### src/rtl/probe_pkg.sv
// Shared definitions for the probe sequencer: state encoding, LFSR
// polynomial, ILA field widths and the LFSR step function.
`timescale 1ns/1ps
package probe_pkg;

  typedef enum logic [2:0] {
    ST_IDLE  = 3'd0,
    ST_LOAD  = 3'd1,
    ST_RUN   = 3'd2,
    ST_DRAIN = 3'd3,
    ST_DONE  = 3'd4,
    ST_FAIL  = 3'd5
  } state_e;

  localparam logic [31:0] LFSR_POLY = 32'h8020_0003;

  // ILA word is {state, mismatch, err_cnt, vec_idx, dut_sum}, MSB first.
  localparam int ILA_ERR_W   = 8;
  localparam int ILA_IDX_W   = 16;
  localparam int ILA_FIXED_W = 3 + 1 + ILA_ERR_W + ILA_IDX_W;

  function automatic logic [31:0] lfsr_step(input logic [31:0] v);
    return {1'b0, v[31:1]} ^ (v[0] ? LFSR_POLY : 32'h0);
  endfunction

endpackage

### src/rtl/sync_edge.sv
// Two-flop synchronizer for one asynchronous level followed by a
// rising-edge detector producing a single-cycle pulse.
`timescale 1ns/1ps
module sync_edge (
  input  logic clk,
  input  logic rst_n,
  input  logic async_in,
  output logic rise_p
);

  // [0],[1] are the synchronizer stages, [2] holds the previous synced level.
  logic [2:0] sync_q;
  logic [2:0] sync_d;

  always_comb begin
    sync_d = {sync_q[1:0], async_in};
  end

  always_ff @(posedge clk or negedge rst_n) begin
    if (!rst_n) sync_q <= '0;
    else        sync_q <= sync_d;
  end

  assign rise_p = sync_q[1] & ~sync_q[2];

endmodule

### src/rtl/probe_sequencer.sv
// Drives pseudo-random operand pairs into the adder under test, checks the
// returned sum against a delayed reference and publishes status to the ILA.
`timescale 1ns/1ps
module probe_sequencer
  import probe_pkg::*;
#(
  parameter int          DATA_W      = 16,
  parameter int          DUT_LATENCY = 2,
  parameter int          NUM_VEC     = 1024,
  parameter logic [31:0] SEED        = 32'hACE1_1234,
  parameter bit          STOP_ON_ERR = 1'b0,
  parameter int          ILA_W       = ILA_FIXED_W + DATA_W + 1
) (
  input  logic              clk,
  input  logic              rst_n,
  input  logic [1:0]        vio_ctrl,
  output logic [DATA_W-1:0] dut_a,
  output logic [DATA_W-1:0] dut_b,
  output logic              dut_vld,
  input  logic [DATA_W:0]   dut_sum,
  output logic [ILA_W-1:0]  ila_data,
  output logic [7:0]        trig0
);

  localparam int SUM_W = DATA_W + 1;
  localparam logic [ILA_IDX_W-1:0] LAST_IDX = ILA_IDX_W'(NUM_VEC - 1);

  logic start_r, clear_r;

  sync_edge u_sync_start (.clk(clk), .rst_n(rst_n), .async_in(vio_ctrl[0]), .rise_p(start_r));
  sync_edge u_sync_clear (.clk(clk), .rst_n(rst_n), .async_in(vio_ctrl[1]), .rise_p(clear_r));

  state_e                 state_q, state_d, prev_state_q, prev_state_d;
  logic [31:0]            lfsr_q, lfsr_d;
  logic [ILA_IDX_W-1:0]   vec_idx_q, vec_idx_d;
  logic [ILA_ERR_W-1:0]   err_cnt_q, err_cnt_d;
  logic                   mismatch_q, mismatch_d;
  logic [DUT_LATENCY-1:0] vld_pipe_q, vld_pipe_d;
  logic [SUM_W-1:0]       exp_pipe_q [DUT_LATENCY];
  logic [SUM_W-1:0]       exp_pipe_d [DUT_LATENCY];
  logic [ILA_W-1:0]       ila_q, ila_d;
  logic [7:0]             trig_q, trig_d;

  logic issue, stop_hit, pipe_empty, checking;
  logic start_p, done_p, fail_p;

  // ---------------- state register ----------------
  always_ff @(posedge clk or negedge rst_n) begin
    if (!rst_n) begin
      state_q      <= ST_IDLE;
      prev_state_q <= ST_IDLE;
    end else begin
      state_q      <= state_d;
      prev_state_q <= prev_state_d;
    end
  end

  // ---------------- next state ----------------
  always_comb begin
    state_d      = state_q;
    prev_state_d = state_q;
    unique case (state_q)
      ST_IDLE:  if (start_r) state_d = ST_LOAD;
      ST_LOAD:  state_d = ST_RUN;
      ST_RUN: begin
        if (stop_hit)                   state_d = ST_FAIL;
        else if (vec_idx_q == LAST_IDX) state_d = ST_DRAIN;
      end
      // The last compare has landed in err_cnt once the valid pipe is empty.
      ST_DRAIN: begin
        if (stop_hit)        state_d = ST_FAIL;
        else if (pipe_empty) state_d = (err_cnt_q == '0) ? ST_DONE : ST_FAIL;
      end
      ST_DONE, ST_FAIL: state_d = state_q;
      default:          state_d = ST_IDLE;
    endcase
    if (clear_r) state_d = ST_IDLE;
  end

  // ---------------- outputs ----------------
  always_comb begin
    stop_hit   = STOP_ON_ERR && mismatch_q;
    pipe_empty = (vld_pipe_q == '0);
    checking   = (state_q == ST_RUN) || (state_q == ST_DRAIN);
    issue      = (state_q == ST_RUN) && !stop_hit;
    dut_vld    = issue;
    dut_a      = issue ? lfsr_q[DATA_W-1:0] : '0;
    dut_b      = issue ? lfsr_q[16+DATA_W-1:16] : '0;
    start_p    = (state_q == ST_LOAD);
    done_p     = (state_q == ST_DONE) && (prev_state_q != ST_DONE);
    fail_p     = (state_q == ST_FAIL) && (prev_state_q != ST_FAIL);
  end

  // ---------------- generator, reference pipe and checker ----------------
  always_comb begin
    lfsr_d        = lfsr_q;
    vec_idx_d     = vec_idx_q;
    err_cnt_d     = err_cnt_q;
    mismatch_d    = 1'b0;
    vld_pipe_d[0] = issue;
    exp_pipe_d[0] = SUM_W'(dut_a) + SUM_W'(dut_b);
    for (int i = 1; i < DUT_LATENCY; i++) begin
      vld_pipe_d[i] = vld_pipe_q[i-1];
      exp_pipe_d[i] = exp_pipe_q[i-1];
    end

    if (checking && vld_pipe_q[DUT_LATENCY-1] && (dut_sum != exp_pipe_q[DUT_LATENCY-1])) begin
      mismatch_d = 1'b1;
      if (err_cnt_q != '1) err_cnt_d = err_cnt_q + 8'd1;
    end

    if (issue) begin
      lfsr_d    = lfsr_step(lfsr_q);
      vec_idx_d = vec_idx_q + 16'd1;
    end

    if ((state_q == ST_LOAD) || clear_r) begin
      lfsr_d     = SEED;
      vec_idx_d  = '0;
      err_cnt_d  = '0;
      mismatch_d = 1'b0;
      vld_pipe_d = '0;
      for (int i = 0; i < DUT_LATENCY; i++) exp_pipe_d[i] = '0;
    end

    ila_d  = {state_q, mismatch_q, err_cnt_q, vec_idx_q, dut_sum};
    trig_d = {1'b0, state_q, fail_p, done_p, start_p, mismatch_q};
  end

  always_ff @(posedge clk or negedge rst_n) begin
    if (!rst_n) begin
      lfsr_q     <= SEED;
      vec_idx_q  <= '0;
      err_cnt_q  <= '0;
      mismatch_q <= 1'b0;
      vld_pipe_q <= '0;
      for (int i = 0; i < DUT_LATENCY; i++) exp_pipe_q[i] <= '0;
      ila_q      <= '0;
      trig_q     <= '0;
    end else begin
      lfsr_q     <= lfsr_d;
      vec_idx_q  <= vec_idx_d;
      err_cnt_q  <= err_cnt_d;
      mismatch_q <= mismatch_d;
      vld_pipe_q <= vld_pipe_d;
      for (int i = 0; i < DUT_LATENCY; i++) exp_pipe_q[i] <= exp_pipe_d[i];
      ila_q      <= ila_d;
      trig_q     <= trig_d;
    end
  end

  assign ila_data = ila_q;
  assign trig0    = trig_q;

endmodule

### config.mk
export PLATFORM = sky130hd
export DESIGN_NAME = probe_sequencer
export DESIGN_NICKNAME = d
export VERILOG_FILES = /design/src/rtl/probe_pkg.sv /design/src/rtl/sync_edge.sv /design/src/rtl/probe_sequencer.sv
export SDC_FILE = /design/constraint.sdc
export NUM_CORES = 1
export LEC_CHECK = 0
export ABC_AREA = 0
export BUFFER_PORTS_ARGS = -buffer_cell sky130_fd_sc_hd__buf_2
export CELL_PAD_IN_SITES_DETAIL_PLACEMENT = 1
export CELL_PAD_IN_SITES_GLOBAL_PLACEMENT = 1
export CORE_UTILIZATION = 44
export CTS_CLUSTER_DIAMETER = 120
export DETAILED_ROUTE_END_ITERATION = 7
export PLACE_DENSITY_LB_ADDON = 0.1
export SLEW_MARGIN = 40
export SYNTH_ARGS = -nofsm -noshare
export SYNTH_HDL_FRONTEND = slang
export SYNTH_SLANG_ARGS = --single-unit
### constraint.sdc
create_clock -name clk -period 3.85 [get_ports clk]
set_input_delay 0.385 -clock clk [delete_from_list [all_inputs] [get_ports clk]]
set_output_delay 0.385 -clock clk [all_outputs]
set_load 0.1 [all_outputs]
==> run_results.csv, run 1 <==
group,metric,value,unit
sta,skew,0.01200,ns
critical_path,start_kind,"flop",
critical_path,critical_path_class,"flop to flop",
place,dp_hpwl,10170,um
yosys,synth-seq-cells,150,
critical_path,reg2reg_depth,13,
clock_network,clock_latency,0.43,ns
detailed_routing,num_vias,4384,
power,peakVddDrop,553.0,uV
floorplan,pin_count,107,
clock_network,cts_tree,"built",
yosys,synth.most_common_cell,"dfrtp_1",
final_layout,finalNetCount,678,
yosys,synth_edf_count,0,
yosys,netlist.top_cell.by_area,"dfrtp_1",
sta,max_freq,301.5,MHz
floorplan,dieArea,14810,sq um
clock_network,cts_sinks,150,
global_routing,grt_pass1_vias,4576,
critical_path,r2r_start,"prev_state_d[1]",
clock_network,clkSlewWorstSetupHoldPaths,0.06,ns
critical_path,crit_chain,"and2b_1 > nand2b_1 > inv_4 > and2_1 > ha_1 > inv_1 > fa_1 > nor2b_4 > o31a_1 > o41ai_4 > o21ai_1 > a2111oi_2 > nor2_1",
detailed_routing,postRouteAntennaNets,0,
yosys,yosys_warnings,0,
global_routing,grt_first_pass_wirelength,23890,um
sta,rsz0062_at_grt,"no",
min_path,hold_depth,1,
yosys,seq_area_frac_synth,0.5982,
min_path,hold_end,"u_sync_clear.sync_q[0]",
detailed_routing,drtIter0Drc,133,
final_layout,drive_gt1_frac,0.2646,
floorplan,dieHeight,121.7,um
detailed_routing,finalWirelength,14630,um
critical_path,slowest_delay,0.46,ns
yosys,synth_top_area_frac,0.5440,
detailed_routing,first_pass_iters,4,
sta,min_period_over_period,0.8615,
critical_path,cp_slowest_cell,"dfrtp_1",
min_path,min_path_type,"input pin to flop",
min_path,worstHoldStart,"vio_ctrl[1]",
sta,finalHoldViolCount,0,
detailed_routing,drc,0,
final_layout,area_delta_synth_final,21.00,%
clock_network,h-tree-depth,4,
clock_network,hold_buffers,0,
global_routing,overflow,0,
clock_network,ctsLongestPathBuffers,2,
critical_path,crit-reg2reg-capture,"exp_pipe_q[33]",
yosys,yosys_most_used_dff,"dfrtp_1",
critical_path,cp.required,4.15,ns
clock_network,cts_setup_buffers,0,
detailed_routing,wl_per_cell,17.62,um
floorplan,fp-row-count,43,
final_layout,fill_cells,1484,
clock_network,clock-root-buffer,"clkbuf_16",
global_routing,grt_util_all_layers,0.2151,
place,routabilityCongestion,0.8152,
critical_path,critical_path.endpoint_type,"flop",
sta,setup_viol,0,
critical_path,worstPathArrival,3.62,ns
clock_network,cts_made_buffers,17,
floorplan,design.core.area,13930,sq um
critical_path,path_max_fanout,42,
sta,slew_headroom,0.6207,
yosys,async_flop_share,1.000,
yosys,avgSynthCellArea,11.89,sq um
floorplan,die-width,121.7,um
sta,setup_tns,0,ns
place,portBuffers,105,
critical_path,r2r_slack,0.53,ns
sta,period_minus_slack,3.317,ns
global_routing,grt_max_degree,114,
final_layout,fin_util,0.5473,
yosys,synth.top_cells.by_count,"dfrtp_1 (137), and2_1 (52), nor2_1 (39), xor2_1 (26), nand2_1 (22)",
yosys,syn-cell-area,6302,sq um
yosys,yosysUniqueCellTypes,55,
sta,drv_slew,0,
power,power_leakage,3.846,nW
job,maxCapViolations,0,
sta,tightest_slew,0.5690,ns
yosys,synth_area_leaders,"dfrtp_1 (54%), dfstp_2 (5.4%), and2_1 (5.2%), ha_1 (3.8%), xor2_1 (3.6%)",
outcome,status,"complete, no violations",
power,cellPowerDensity,808.4,nW/um^2
global_routing,antenna_found_initial,0,
detailed_routing,via_per_inst,5.282,
final_layout,num_antenna_cells,0,
yosys,postSynthCellCount,530,
floorplan,start_util,0.4523,
clock_network,ctsResizeCount,0,
yosys,syn-num-nets,571,
cell type report:
class                   instances  area, sq um  area share
clock inverters                11        123.9     0.01624
clock buffers                  21        460.4     0.06038
multi-input cells             346         2384      0.3126
repair buffers                112        623.1     0.08171
flip-flops and latches        150         3770      0.4943
inverters                      10        40.04    0.005250
well taps                     180        225.2     0.02953
layer usage:
| layer | global-route usage | vias up | wire [um] |
|---|---|---|---|
| li1 | - | 2061 | - |
| met1 | 0.2874 | 2205 | 6640 |
| met2 | 0.3363 | 101 | 7030 |
| met3 | 0.05665 | 17 | 759 |
| met4 | 0.08102 | 0 | 195 |
| met5 | 0 | - | 0 |
through the flow:
stage	setup slack (ns)	area [sq um]	hold WS, ns	std cells	power [mW]
floorplan	0.007941	6315	0.08941	530	4.052
global placement	0.6955	6995	0.3327	796	4.490
detailed placement	0.5763	6999	0.3411	796	4.540
CTS	0.5442	7584	0.03983	828	6.207
global route	0.3448	7626	0.05376	830	6.447
finish	0.5333	7626	0.06270	830	6.165
how the worst max path moves through the flow:
stage / startpoint / endpoint / slack, ns / depth (start not counted)
floorplan: prev_state_d[2] / exp_pipe_q[30] / 0.008 / 15
global placement: prev_state_d[1] / exp_pipe_q[33] / 0.70 / 13
detailed placement: prev_state_d[1] / exp_pipe_q[33] / 0.58 / 13
CTS: prev_state_d[1] / exp_pipe_q[33] / 0.54 / 13
global route: prev_state_d[1] / exp_pipe_q[33] / 0.34 / 13
finish: prev_state_d[1] / exp_pipe_q[33] / 0.53 / 13
logic make-up (layout without fill, tap and decap cells):
group	Yosys count	count (layout)	synth area share
AO/OA/AOI/OAI	101	101	0.1171
flip-flops	150	150	0.5982
buffers and inverters	34	154	0.02621
other	1	1	0.0005950
multiplexers	2	2	0.003375
AND/OR/NAND/NOR	181	181	0.1566
adder cells (fa/ha/maj)	20	20	0.04090
XOR/XNOR	41	41	0.05698
critical path, delay by kind of cell, from the launching register on:
family / cells / cell delay [ns]
compound gates: 4 / 1.23
flops: 1 / 0.46
fa+ha+maj: 2 / 0.47
buf+inv: 2 / 0.25
simple gates: 5 / 0.77
sequential cells by signal, indices dropped and copies added (netlist names):
register             count
ila_data                44
exp_pipe_q              34
lfsr_q                  32
vec_idx_q               16
err_cnt_q                8
trig0                    4
prev_state_d             3
u_sync_clear.sync_q      3
u_sync_start.sync_q      3
vld_pipe_q               2
mismatch_q               1
layout by cell type (no fill, tap or decap), types with 3 or more instances in the layout:
| cell | netlist | final |
|---|---|---|
| xnor2_1 | 15 | 15 |
| nand2_1 | 22 | 22 |
| dfstp_2 | 13 | 13 |
| buf_4 | 5 | 4 |
| nor3_1 | 9 | 9 |
| a31oi_1 | 5 | 5 |
| o21ai_0 | 18 | 18 |
| clkinvlp_4 | 0 | 3 |
| inv_1 | 9 | 9 |
| nand3_1 | 11 | 11 |
| and3_1 | 4 | 4 |
| a22o_1 | 18 | 18 |
| nor3b_1 | 4 | 4 |
| clkinv_2 | 0 | 3 |
| xor2_1 | 26 | 26 |
| clkbuf_16 | 0 | 17 |
| nand4_1 | 8 | 8 |
| and2_1 | 52 | 45 |
| or4_1 | 3 | 3 |
| dfrtp_1 | 137 | 137 |
| a21o_1 | 6 | 6 |
| a211o_1 | 11 | 11 |
| a21oi_1 | 17 | 17 |
| nor2b_1 | 4 | 4 |
| o31ai_1 | 3 | 3 |
| ha_1 | 19 | 19 |
| o211ai_1 | 3 | 3 |
| nor2_1 | 39 | 39 |
| or3_1 | 7 | 7 |
| nand2b_1 | 4 | 4 |
| and2_2 | 0 | 5 |
| a211oi_1 | 5 | 5 |
| buf_2 | 7 | 104 |
| nor4_1 | 5 | 5 |
| o21bai_1 | 4 | 4 |
| o21a_1 | 3 | 3 |
report_power, final:
part	switching (mW)	internal, mW	leakage, nW
sequential	0.199	1.92	1.97
clock	0.640	0.987	0.279
combinational	1.85	0.571	1.60
(Power assumes the default switching activity.)
==> run 2: changes to the inputs <==
Settings changed: CORE_ASPECT_RATIO set to 2, CORE_MARGIN set to 2.
==> run 2 against run 1 <==
  * Hold slack gained 0.0026 ns
  * Combinational power is essentially flat
  * Core utilization is essentially flat
  * Clock power is essentially flat
  * Global-route usage shrank 0.96 points
  * Sequential power is essentially flat
  * Critical path depth is the same
  * Non-clock buffer count is the same
  * Critical endpoint unchanged
  * Largest power group unchanged
  * Setup slack lost 0.040 ns
  * Sequential cell count is the same
==> run_results.csv, run 2 (same netlist as run 1, synthesis figures left out) <==
group,metric,value,unit
outcome,status,"complete, no violations",
power,peakVddDrop,550.5,uV
sta,min_period_over_period,0.8719,
sta,setup_viol,0,
final_layout,layout_common_cells,"dfrtp_1 (137), buf_2 (104), and2_1 (45), nor2_1 (39), xor2_1 (26)",
critical_path,r2r_slack,0.49,ns
final_layout,fin_area,7645,sq um
min_path,min_path_type,"input pin to flop",
critical_path,r2r_start,"prev_state_d[2]",
floorplan,design.core.area,13970,sq um
final_layout,fin_util,0.5473,
sta,rsz0062_at_grt,"no",
global_routing,overflow,0,
global_routing,grt_pass1_vias,4749,
critical_path,worstPathBufferInverterCount,2,
sta,setup_tns,0,ns
clock_network,clock_latency,0.43,ns
power,combinationalPowerShare,0.390,
sta,tightest_slew,0.6594,ns
final_layout,largest_reg_flops,44,
clock_network,ctsLongestPathBuffers,2,
place,portBuffers,105,
critical_path,reg2reg_depth,13,
place,dp.cells,805,
critical_path,start_kind,"flop",
global_routing,grt_max_degree,106,
floorplan,pin_count,107,
global_routing,grt_first_pass_wirelength,24180,um
final_layout,finalNetCount,678,
sta,drv_slew,0,
place,routabilityCongestion,0.8354,
power,finalPower,6.148,mW
detailed_routing,num_vias,4418,
power,netSwitchingFraction,0.4460,
place,dp_hpwl,10420,um
critical_path,cp.depth,13,
clock_network,cts_tree,"built",
critical_path,cp.required,4.15,ns
critical_path,crit_chain,"and2b_1 > nand2b_1 > inv_4 > and2_1 > ha_1 > inv_1 > fa_1 > nor2b_4 > o31a_1 > o41ai_4 > o21ai_1 > a2111oi_2 > nor2_1",
sta,max_freq,297.9,MHz
floorplan,dieArea,15350,sq um
power,power_leakage,3.848,nW
critical_path,path_max_fanout,42,
sta,slew_headroom,0.5595,
critical_path,crit-reg2reg-capture,"exp_pipe_q[33]",
sta,finalHoldViolCount,0,
clock_network,hold_buffers,0,
place,place_area,7015,sq um
detailed_routing,finalWirelength,14760,um
sta,setup_slack,0.4933,ns
detailed_routing,drtIter0Drc,108,
clock_network,cts_sinks,150,
clock_network,cts_setup_buffers,0,
sta,period_minus_slack,3.357,ns
final_layout,area_delta_synth_final,21.30,%
clock_network,h-tree-depth,4,
critical_path,endpoint,"exp_pipe_q[33]",
detailed_routing,drc,0,
power,power.internal,3.406,mW
sta,hold_ws,0.06529,ns
detailed_routing,first_pass_iters,4,
job,maxCapViolations,0,
critical_path,cp_slowest_cell,"dfrtp_1",
clock_network,cts_made_buffers,17,
floorplan,dieHeight,173.3,um
critical_path,crit_start,"prev_state_d[2]",
final_layout,fin_cells,839,
power,cellPowerDensity,804.2,nW/um^2
clock_network,clkSlewWorstSetupHoldPaths,0.06,ns
floorplan,start_util,0.4512,
critical_path,critical_path.endpoint_type,"flop",
global_routing,grt_util_all_layers,0.2055,
clock_network,clock-root-buffer,"clkbuf_16",
final_layout,num_antenna_cells,0,
power,clock_power_share,0.266,
critical_path,worstPathArrival,3.66,ns
critical_path,slowest_delay,0.46,ns
critical_path,crit_family,"compound AO/OA/AOI/OAI gates",
final_layout,drive_gt1_frac,0.2692,
sta,skew,0.007920,ns
final_layout,final_common_cell,"dfrtp_1",
global_routing,antenna_found_initial,0,
power,net-switching-power,2.742,mW
place,pre_cts_ws,0.5257,ns
power,p_seq_frac,0.344,
clock_network,ctsResizeCount,0,
floorplan,fp-row-count,61,
critical_path,critical_path_class,"flop to flop",
detailed_routing,postRouteAntennaNets,0,
floorplan,die-width,88.63,um
detailed_routing,wl_per_cell,17.59,um
detailed_routing,via_per_inst,5.266,
-- run 2: power groups by stage --
stage	combinational [mW]	sequential, mW	clock [mW]
after floorplan	1.70	2.35	0
after global placement	2.35	2.13	0
after detailed placement	2.39	2.15	0
after CTS	2.41	2.12	1.68
after global routing	2.54	2.16	1.74
final	2.40	2.11	1.64
-- run 2: worst min path at each step --
stage                     slack (ns)                    from  depth (start not counted)                     end
final                           0.07             vio_ctrl[1]                          1  u_sync_clear.sync_q[0]
after global routing            0.05             vio_ctrl[1]                          1  u_sync_clear.sync_q[0]
after CTS                       0.02                   rst_n                          1            ila_data[14]
after detailed placement        0.34  u_sync_clear.sync_q[0]                          0  u_sync_clear.sync_q[1]
after global placement          0.34              mismatch_q                          0            ila_data[41]
after floorplan                 0.09                   rst_n                          0            err_cnt_q[0]
-- run 2: layout make-up --
cell class / instances / area [sq um]
clock buffers: 17 / 425.4
clock inverters: 15 / 161.4
fillers: 1529 / 6322
inverters: 10 / 40.04
multi-input cells: 346 / 2389
flip-flops and latches: 150 / 3770
well taps: 189 / 236.5
repair buffers: 112 / 623.1
-- run 2: metal layers --
metal | global-route usage | share of wire | vias to the layer above
li1 | - | - | 2066
met1 | 0.2281 | 0.38 | 2250
met2 | 0.3682 | 0.57 | 82
met3 | 0.04857 | 0.031 | 20
met4 | 0.07576 | 0.019 | 0
met5 | 0 | 0 | -
